## src/rtl/cntry_vehicle_detect_pkg.sv

```systemverilog
// Shared constants for the country-road detector and the signal controller.
//   - Country light colour codes (2-bit): RED, YELLOW, GREEN. Code 3 is illegal
//     and is treated by consumers as "not GREEN".
//   - Detector state encoding (2-bit): ST_IDLE, ST_REQUEST, ST_SERVE.
//   - Default debounce length and gap-out length.
package cntry_vehicle_detect_pkg;

    localparam logic [1:0] RED    = 2'd0;
    localparam logic [1:0] YELLOW = 2'd1;
    localparam logic [1:0] GREEN  = 2'd2;

    typedef enum logic [1:0] {
        ST_IDLE    = 2'd0,
        ST_REQUEST = 2'd1,
        ST_SERVE   = 2'd2
    } det_state_e;

    localparam int DEFAULT_DEBOUNCE   = 4;
    localparam int DEFAULT_GAP_CYCLES = 8;

endpackage

```

## src/rtl/sensor_debounce.sv

```systemverilog
// Synchroniser and debounce filter for the raw country-road loop sensor.
// Ports:
//   clock      in   system clock (posedge)
//   clear_n    in   synchronous active-low reset
//   sensor_raw in   asynchronous loop detector, 1 = vehicle over loop
//   filt       out  debounced sensor level (registered)
//   rise       out  high in the cycle whose closing edge toggles filt 0->1
//   fall       out  high in the cycle whose closing edge toggles filt 1->0
// rise/fall are combinational look-ahead strobes so the consumer can update
// its own registers on the very edge where filt toggles.
module sensor_debounce
    import cntry_vehicle_detect_pkg::*;
#(
    parameter int DEBOUNCE = DEFAULT_DEBOUNCE
) (
    input  logic clock,
    input  logic clear_n,
    input  logic sensor_raw,
    output logic filt,
    output logic rise,
    output logic fall
);

    // Counter only needs to reach DEBOUNCE-1; the edge that would make it
    // DEBOUNCE toggles filt instead.
    localparam int DB_W = (DEBOUNCE > 1) ? $clog2(DEBOUNCE) : 1;

    logic            s1;
    logic            s2;
    logic [DB_W-1:0] db_cnt;
    logic            differs;
    logic            accept;

    assign differs = (s2 != filt);
    assign accept  = differs && (db_cnt == DB_W'(DEBOUNCE - 1));
    assign rise    = accept && !filt;
    assign fall    = accept && filt;

    always_ff @(posedge clock) begin
        if (!clear_n) begin
            s1     <= 1'b0;
            s2     <= 1'b0;
            filt   <= 1'b0;
            db_cnt <= '0;
        end else begin
            s1 <= sensor_raw;
            s2 <= s1;
            if (accept) begin
                filt   <= ~filt;
                db_cnt <= '0;
            end else if (differs) begin
                db_cnt <= db_cnt + DB_W'(1);
            end else begin
                db_cnt <= '0;
            end
        end
    end

endmodule

```

## src/rtl/cntry_vehicle_detect.sv

```systemverilog
// Country-road vehicle detector: produces the controller's request input X.
// Counts debounced arrivals, retires vehicles on departures while the country
// light is GREEN, and force-clears the count if the loop stays empty for
// GAP_CYCLES cycles during GREEN service.
// Ports:
//   clock      in   system clock (posedge)
//   clear_n    in   synchronous active-low reset
//   sensor_raw in   asynchronous loop detector, 1 = vehicle over loop
//   cntry      in   country light colour (RED/YELLOW/GREEN, 3 = illegal)
//   X          out  registered vehicle-waiting request (REQUEST or SERVE)
//   car_count  out  registered waiting/being-served vehicle count, saturating
//   gap_out    out  registered one-cycle pulse on gap-timer force-clear
//   state      out  current detector state (debug visibility)
module cntry_vehicle_detect
    import cntry_vehicle_detect_pkg::*;
#(
    parameter int DEBOUNCE   = DEFAULT_DEBOUNCE,
    parameter int GAP_CYCLES = DEFAULT_GAP_CYCLES,
    parameter int CNT_W      = 3
) (
    input  logic             clock,
    input  logic             clear_n,
    input  logic             sensor_raw,
    input  logic [1:0]       cntry,
    output logic             X,
    output logic [CNT_W-1:0] car_count,
    output logic             gap_out,
    output logic [1:0]       state
);

    localparam int GAP_W = (GAP_CYCLES > 1) ? $clog2(GAP_CYCLES) : 1;

    logic             filt;
    logic             rise;
    logic             fall;
    logic             is_green;
    logic             gap_run;
    logic             gap_expire;
    logic [GAP_W-1:0] gap_cnt;
    logic [CNT_W-1:0] count_inc;
    logic [CNT_W-1:0] next_count;
    logic             next_x;
    det_state_e       cur_state;
    det_state_e       next_state;

    sensor_debounce #(
        .DEBOUNCE (DEBOUNCE)
    ) u_debounce (
        .clock      (clock),
        .clear_n    (clear_n),
        .sensor_raw (sensor_raw),
        .filt       (filt),
        .rise       (rise),
        .fall       (fall)
    );

    // Illegal colour code 3 is simply not GREEN.
    assign is_green  = (cntry == GREEN);
    assign count_inc = (car_count == {CNT_W{1'b1}}) ? car_count : car_count + CNT_W'(1);

    // Gap timer runs only while serving an empty loop; an arrival on the
    // would-be expiry edge suppresses the gap-out.
    assign gap_run    = (cur_state == ST_SERVE) && !filt && !rise;
    assign gap_expire = gap_run && (gap_cnt == GAP_W'(GAP_CYCLES - 1));

    // State register (plus the registered outputs and gap timer).
    always_ff @(posedge clock) begin
        if (!clear_n) begin
            cur_state <= ST_IDLE;
            car_count <= '0;
            X         <= 1'b0;
            gap_out   <= 1'b0;
            gap_cnt   <= '0;
        end else begin
            cur_state <= next_state;
            car_count <= next_count;
            X         <= next_x;
            gap_out   <= gap_expire;
            gap_cnt   <= (gap_run && !gap_expire) ? gap_cnt + GAP_W'(1) : '0;
        end
    end

    // Next-state and next-count.
    always_comb begin
        next_state = cur_state;
        next_count = car_count;
        case (cur_state)
            ST_IDLE: begin
                if (rise) begin
                    next_state = ST_REQUEST;
                    next_count = CNT_W'(1);
                end
            end
            ST_REQUEST: begin
                if (rise) begin
                    next_count = count_inc;
                end
                if (is_green) begin
                    next_state = ST_SERVE;
                end
            end
            ST_SERVE: begin
                if (fall && (car_count == CNT_W'(1))) begin
                    next_state = ST_IDLE;
                    next_count = '0;
                end else if (gap_expire) begin
                    next_state = ST_IDLE;
                    next_count = '0;
                end else begin
                    if (rise) begin
                        next_count = count_inc;
                    end else if (fall && (car_count != '0)) begin
                        next_count = car_count - CNT_W'(1);
                    end
                    if (!is_green && (car_count != '0)) begin
                        next_state = ST_REQUEST;
                    end
                end
            end
            default: begin
                next_state = ST_IDLE;
                next_count = '0;
            end
        endcase
    end

    // Output decode: request is asserted whenever vehicles are tracked.
    always_comb begin
        next_x = (next_state == ST_REQUEST) || (next_state == ST_SERVE);
    end

    assign state = cur_state;

endmodule

```

## config.mk

```make
export PLATFORM = sky130hd
export DESIGN_NAME = cntry_vehicle_detect
export DESIGN_NICKNAME = d
export VERILOG_FILES = /design/src/rtl/cntry_vehicle_detect_pkg.sv /design/src/rtl/sensor_debounce.sv /design/src/rtl/cntry_vehicle_detect.sv
export SDC_FILE = /design/constraint.sdc
export NUM_CORES = 1
export LEC_CHECK = 0
export BUFFER_PORTS_ARGS = -buffer_cell sky130_fd_sc_hd__buf_4
export CAP_MARGIN = 20
export CORE_MARGIN = 1
export CORE_UTILIZATION = 30
export CTS_CLUSTER_SIZE = 30
export DETAILED_ROUTE_END_ITERATION = 10
export PLACE_DENSITY_LB_ADDON = 0.1
export SLEW_MARGIN = 10
export SYNTH_ARGS = -nofsm -noshare
export SYNTH_HDL_FRONTEND = slang
export SYNTH_SLANG_ARGS = --single-unit
```

## constraint.sdc

```tcl
create_clock -name clock -period 3.2 [get_ports clock]
set_input_delay 0.64 -clock clock [delete_from_list [all_inputs] [get_ports clock]]
set_output_delay 0.64 -clock clock [all_outputs]
set_load 0.01 [all_outputs]
```

# Yosys cells after proc, flatten, opt, wreduce, memory -nomap -nowiden
# Index checks and enable logic that the tools add are counted.
# classes
addsub	4
eq_ne	13
n_mux	14
n_bitwise	3
reduce_logical	20
# ops
operator	count
2-to-1 mux 3 bit	7
logical AND 1 bit	10
2-to-1 mux 2 bit	5
one-hot mux 3 bit (3 select lines)	1
== test 2 bit, second input constant	4
adder 3 x 1 -> 3 bit, second input constant	2
== test 3 bit, second input constant	2
one-hot mux 2 bit (3 select lines)	1
!= test 5 x 3 -> 1 bit, second input constant	1
== test 2 x 1 -> 1 bit, second input constant	2
zero test 1 bit	4
!= test 2 bit, second input constant	2
== test 3 x 1 -> 1 bit, second input constant	1
NOT 1 bit	3
AND reduction 3 bit	1
nonzero test 3 bit	1
OR reduction 3 bit	1
subtractor 3 x 1 -> 3 bit, second input constant	1
adder 2 x 1 -> 2 bit, second input constant	1
zero test 2 bit	1
AND reduction 2 bit	1
logical OR 1 bit	1
!= test 1 bit	1
# totals
register_bits	15
inputBits	5
wordCells	63

# Longest topological paths before layout
# depth
depth_word	11
ltp_mapped	7
depth_no_buf	7

# Modules after synthesis
# A second synthesis with hierarchy kept.
# unflattened
hier_cells	94
hier_area_um2	852.1
# modules_own_cells
mod	n_inst	cells_per_inst	area_each_um2
cntry_vehicle_detect	1	77	668.1
sensor_debounce	1	17	183.9

# Least setup slack after synthesis
# Ideal clock, no wire load.
# synth_path
kind	reg-to-reg
startpoint	register car_count[0]
endpoint	register car_count[1]
arrival_ps	1636
required_ps	3130
path_slack_ps	1494
stages_incl_launch_ff	7
period_less_slack_ps	1706
path_cell_list	dfxtp_1 -> inv_1 -> ha_1 -> mux2i_1 -> mux2_4 -> o32a_1 -> a21oi_1
# synth_via
elab_chain_cells	6
word_cells_on_any_way	16
# synth_lines
item	line_no	source
start, declared	cntry_vehicle_detect.sv:26	output logic [CNT_W-1:0] car_count,
start signal, assigned	cntry_vehicle_detect.sv:76	car_count <= next_count;
subtractor 3 x 1 -> 3 bit (tied with other cells)	cntry_vehicle_detect.sv:113	next_count = car_count - CNT_W'(1);
2-to-1 mux 3 bit (on tied branches)	cntry_vehicle_detect.sv:112, cntry_vehicle_detect.sv:59	
2-to-1 mux 3 bit	cntry_vehicle_detect.sv:110	if (rise) begin
2-to-1 mux 3 bit	cntry_vehicle_detect.sv:106	end else if (gap_expire) begin
2-to-1 mux 3 bit	cntry_vehicle_detect.sv:103	if (fall && (car_count == CNT_W'(1))) begin
one-hot mux 3 bit (3 select lines)	cntry_vehicle_detect.sv:87	case (cur_state)
# Parallel ways exist; a longest one is shown, timed or not. The select of a mux whose other input is x is not followed.
# A chain may end at the register's enable or synchronous reset.

# Final worst setup path
# layout_path
startpoint	register u_debounce.db_cnt[0]
endpoint	register X
# layout_via
elab_chain_cells	11
word_cells_on_any_way	15
# layout_lines
item	line_no	source
start, declared	sensor_debounce.sv:30	logic [DB_W-1:0] db_cnt;
start signal, assigned	sensor_debounce.sv:52	db_cnt <= db_cnt + DB_W'(1);
== test 2 bit *	sensor_debounce.sv:35	assign accept = differs && (db_cnt == DB_W'(DEBOUNCE - 1));
logical AND 1 bit *	sensor_debounce.sv:35	
logical AND 1 bit	sensor_debounce.sv:36	assign rise = accept && !filt;
zero test 1 bit	cntry_vehicle_detect.sv:63	assign gap_run = (cur_state == ST_SERVE) && !filt && !rise;
logical AND 1 bit	cntry_vehicle_detect.sv:63	
logical AND 1 bit	cntry_vehicle_detect.sv:64	assign gap_expire = gap_run && (gap_cnt == GAP_W'(GAP_CYCLES - 1));
2-to-1 mux 2 bit	cntry_vehicle_detect.sv:106	
2-to-1 mux 2 bit	cntry_vehicle_detect.sv:103	
one-hot mux 2 bit (3 select lines) *	cntry_vehicle_detect.sv:87	
== test 2 x 1 -> 1 bit or == test 2 bit (tied branches)	cntry_vehicle_detect.sv:129	next_x = (next_state == ST_REQUEST) || (next_state == ST_SERVE);
logical OR 1 bit *	cntry_vehicle_detect.sv:129	
end signal, assigned	cntry_vehicle_detect.sv:77	X <= next_x;
end, declared	cntry_vehicle_detect.sv:25	output logic X,
# Every way passes the cells marked *; elsewhere a longest branch is shown, timed or not.

==> tab_implementation.tex <==
\begin{tabular}{lr}
\hline
Metric & Value \\
\hline
\multicolumn{2}{l}{\textbf{Clock tree}} \\
Setup Fix Bufs, Post-CTS & 0 \\
Clock transition at the register clock pins on the worst setup and hold paths after CTS & 0.09 ns \\
Clock network latency to the later pin of the worst-skew pair & 0.29 ns \\
Count of hold buffers inserted by post-cts repair & 0 \\
Clock sink count & 15 \\
Count of cells resized by post-cts repair & 0 \\
H-tree depth & 1 \\
Maximum buffer depth of the clock tree & 2 \\
Total CTS buffers & 3 \\
TritonCTS clock tree & yes \\
CTS root buffer & sky130\_fd\_sc\_hd\_\_clkbuf\_4 \\
\multicolumn{2}{l}{\textbf{Cells and area}} \\
Ant diodes & 0 \\
Share of final-layout standard cells stronger than drive strength 1 & 0.208 \\
Commonest non-fill, non-tap cell in the layout & sky130\_fd\_sc\_hd\_\_dfxtp\_1 \\
Area taken by flip-flops and latches & 300 µm² \\
Area occupied by multi-input gates & 536 µm² \\
Count of fill cells added during filler insertion & 292 \\
Most used cells in the layout excluding fill and tap cells & 15 x sky130\_fd\_sc\_hd\_\_dfxtp\_1, 11 x sky130\_fd\_sc\_hd\_\_buf\_4, 7 x sky130\_fd\_sc\_hd\_\_nand2\_1, 7 x sky130\_fd\_sc\_hd\_\_ha\_1, 6 x sky130\_fd\_sc\_hd\_\_nor2\_1 \\
P\&R area growth vs syn & 13.3\% \\
Net total in the final layout & 114 \\
\multicolumn{2}{l}{\textbf{Global route}} \\
Vias in the first global route & 633 \\
Gr usage total & 0.120 \\
Initial antenna violation count & 0 \\
Wire length of the first global-routing pass & 2900 µm \\
Total overflow reported by the global router & 0 \\
Maximum number of pins on one net before global-route repair & 13 \\
\multicolumn{2}{l}{\textbf{Floorplanning}} \\
Die X-Extent & 56.2 µm \\
Initial cell density of the core & 0.317 \\
Num rows & 19 \\
Die Outline Area & 3160 µm² \\
Vertical die dimension & 56.2 µm \\
Top Ports & 12 \\
Core footprint & 2780 µm² \\
\multicolumn{2}{l}{\textbf{Timing}} \\
RSZ-0062 raised after global routing & false \\
Final-report max-slew violation count & 0 \\
Worst-margin pin slew & 0.480 ns \\
Total negative setup slack & 0 ns \\
Min Tclk post-route & 1.85 ns \\
Final hold viol count & 0 \\
Hold slack final & 0.434 ns \\
Total setup violations reported at the end of the flow & 0 \\
Clk\_skew & 0.00185 ns \\
Highest clock frequency the design can meet & 0.540 GHz \\
Relative max-transition margin & 0.680 \\
Ratio of final minimum period to clock period & 0.579 \\
\multicolumn{2}{l}{\textbf{Yosys}} \\
Number of enable flip-flop cells after synthesis & 0 \\
Post-Syn Area & 882 µm² \\
Cell accounting for the most synthesized area & sky130\_fd\_sc\_hd\_\_dfxtp\_1 \\
Mean instance size in the synthesized netlist & 9.69 µm² \\
Fraction of post-synthesis cell area in the top cell type by area & 0.340 \\
Primary FF master, synth & sky130\_fd\_sc\_hd\_\_dfxtp\_1 \\
Number of distinct standard cells referenced by the synthesized netlist & 42 \\
Synth Warn \# & 0 \\
Ranking of synthesized cells by area & sky130\_fd\_sc\_hd\_\_dfxtp\_1 34\%, sky130\_fd\_sc\_hd\_\_ha\_1 9.9\%, sky130\_fd\_sc\_hd\_\_nand2b\_1 3.5\% \\
Gate count of the mapped netlist & 91 \\
Post-Syn Nets & 103 \\
Proportion of synthesized chip area in sequential cells & 0.340 \\
\#FFs+latches synth & 15 \\
Synth async-reset ratio & 0 \\
\multicolumn{2}{l}{\textbf{Setup path}} \\
Slowest CP cell & sky130\_fd\_sc\_hd\_\_ha\_1 \\
CP startpoint kind & register \\
Worst EP required & 3.39 ns \\
Delay of the slowest cell on the worst path & 0.36 ns \\
Critical path capture point type & register \\
Type of the setup path with the least slack & reg2reg \\
Largest fanout of any net on the critical path & 8 \\
Crit path cell chain & ha\_1 > nand3b\_1 > o221ai\_2 > a211oi\_1 > o21a\_1 > or2\_1 \\
Arrival time reported for the critical path endpoint & 2.04 ns \\
\multicolumn{2}{l}{\textbf{Routing}} \\
Detailed Route Iter0 Violations & 13 \\
Post-DR vias/cell & 5.04 \\
Initial DRT Pass Iterations & 2 \\
Total length of routed wires & 1670 µm \\
Drt wl/cell & 12.6 µm \\
Antenna-violating nets left & 0 \\
Overall via count from detail\_route & 665 \\
Post-route DRC violation count & 0 \\
\multicolumn{2}{l}{\textbf{Hold path}} \\
Hold/Removal Path Class & reg2reg \\
\multicolumn{2}{l}{\textbf{Power}} \\
Cell area power density & 311 nW/µm² \\
Leakage power total & 0.443 nW \\
IR Drop Worst-Case VDD & 0.000183 V \\
\multicolumn{2}{l}{\textbf{Placement}} \\
Port Buffer Count & 11 \\
GPL Wtd Cong & 0.727 \\
Half-perimeter wire length after detailed placement & 1230 µm \\
\multicolumn{2}{l}{\textbf{Outcome}} \\
Outcome & finished clean \\
\multicolumn{2}{l}{\textbf{Run}} \\
Max Cap Violations & 0 \\
\hline
\end{tabular}
worst max-delay path: cells and delay by family (launching register included):
family / cells / cell delay, ns
AO/OA/AOI/OAI: 3 / 0.65
adder cells (fa/ha/maj): 1 / 0.36
flip-flops: 1 / 0.35
AND/OR/NAND/NOR: 2 / 0.39
where the power goes:
group	leakage, nW	internal [mW]	switching [mW]
registers	0.121	0.188	0.00143
logic	0.304	0.00580	0.00401
clock network	0.0177	0.0465	0.0653
cells in the mapped netlist, types with 2 or more instances:
library cell	count
sky130_fd_sc_hd__clkbuf_1	2
sky130_fd_sc_hd__and2_1	4
sky130_fd_sc_hd__a21oi_1	2
sky130_fd_sc_hd__mux2i_1	3
sky130_fd_sc_hd__ha_1	7
sky130_fd_sc_hd__dfxtp_1	15
sky130_fd_sc_hd__o32ai_1	2
sky130_fd_sc_hd__nor2_1	6
sky130_fd_sc_hd__xnor2_1	3
sky130_fd_sc_hd__o21ai_1	2
sky130_fd_sc_hd__nand2_1	7
sky130_fd_sc_hd__inv_1	4
sky130_fd_sc_hd__nand2b_1	5
logic make-up (layout without fill, tap and decap cells):
kind of cell	after synthesis	in the layout	share of synthesized area
AO/OA/AOI/OAI	19	19	0.192
XOR/XNOR	3	3	0.0298
adder cells (fa/ha/maj)	7	7	0.0993
buffers and inverters	9	19	0.0525
flip-flops	15	15	0.340
multiplexers	4	4	0.0511
AND/OR/NAND/NOR	34	34	0.235
final cells by class:
cell class,count,share of cell area
inverter,4,0.0150
clock inverter,1,0.00501
tap,31,0.0388
clock buffer,3,0.0225
sequential,15,0.300
timing repair buffer,11,0.0826
multi-input combinational,67,0.536
metal layers:
metal,GRT usage,vias up,routed length [µm]
met5,0,-,0
met4,0.0627,0,39
met3,0.0302,5,58
met2,0.182,10,708
met1,0.155,304,863
li1,-,346,-
metrics by stage:
stage | setup WS (ns) | cell area (µm²) | power [mW] | cells | util
6_report | 1.35 | 1000 | 0.311 | 132 | 0.359
5_1_grt | 1.24 | 1000 | 0.330 | 132 | 0.359
4_1_cts | 1.35 | 1000 | 0.321 | 132 | 0.359
3_5_place_dp | 1.37 | 972 | 0.204 | 128 | 0.350
3_3_place_gp | 1.35 | 972 | 0.204 | 128 | 0.350
2_1_floorplan | 1.49 | 882 | 0.199 | 91 | -
flip-flops by register name, indices dropped and copies added, names as in the netlist:
signal	flops
X	1
gap_cnt	3
gap_out	1
u_debounce.db_cnt	2
u_debounce.filt	1
state	2
u_debounce.s1	1
u_debounce.s2	1
car_count	3
worst paths after layout:
kind                              startpoint                               to  slack, ns  cells after the start
max          u_debounce.db_cnt[0]$_SDFF_PP0_                     X$_SDFF_PN0_       1.35                      6
min          u_debounce.db_cnt[0]$_SDFF_PP0_  u_debounce.db_cnt[0]$_SDFF_PP0_       0.43                      1
max reg2reg  u_debounce.db_cnt[0]$_SDFF_PP0_                     X$_SDFF_PN0_       1.35                      6
min reg2reg  u_debounce.db_cnt[0]$_SDFF_PP0_  u_debounce.db_cnt[0]$_SDFF_PP0_       0.43                      1
(Power assumes the default switching activity.)
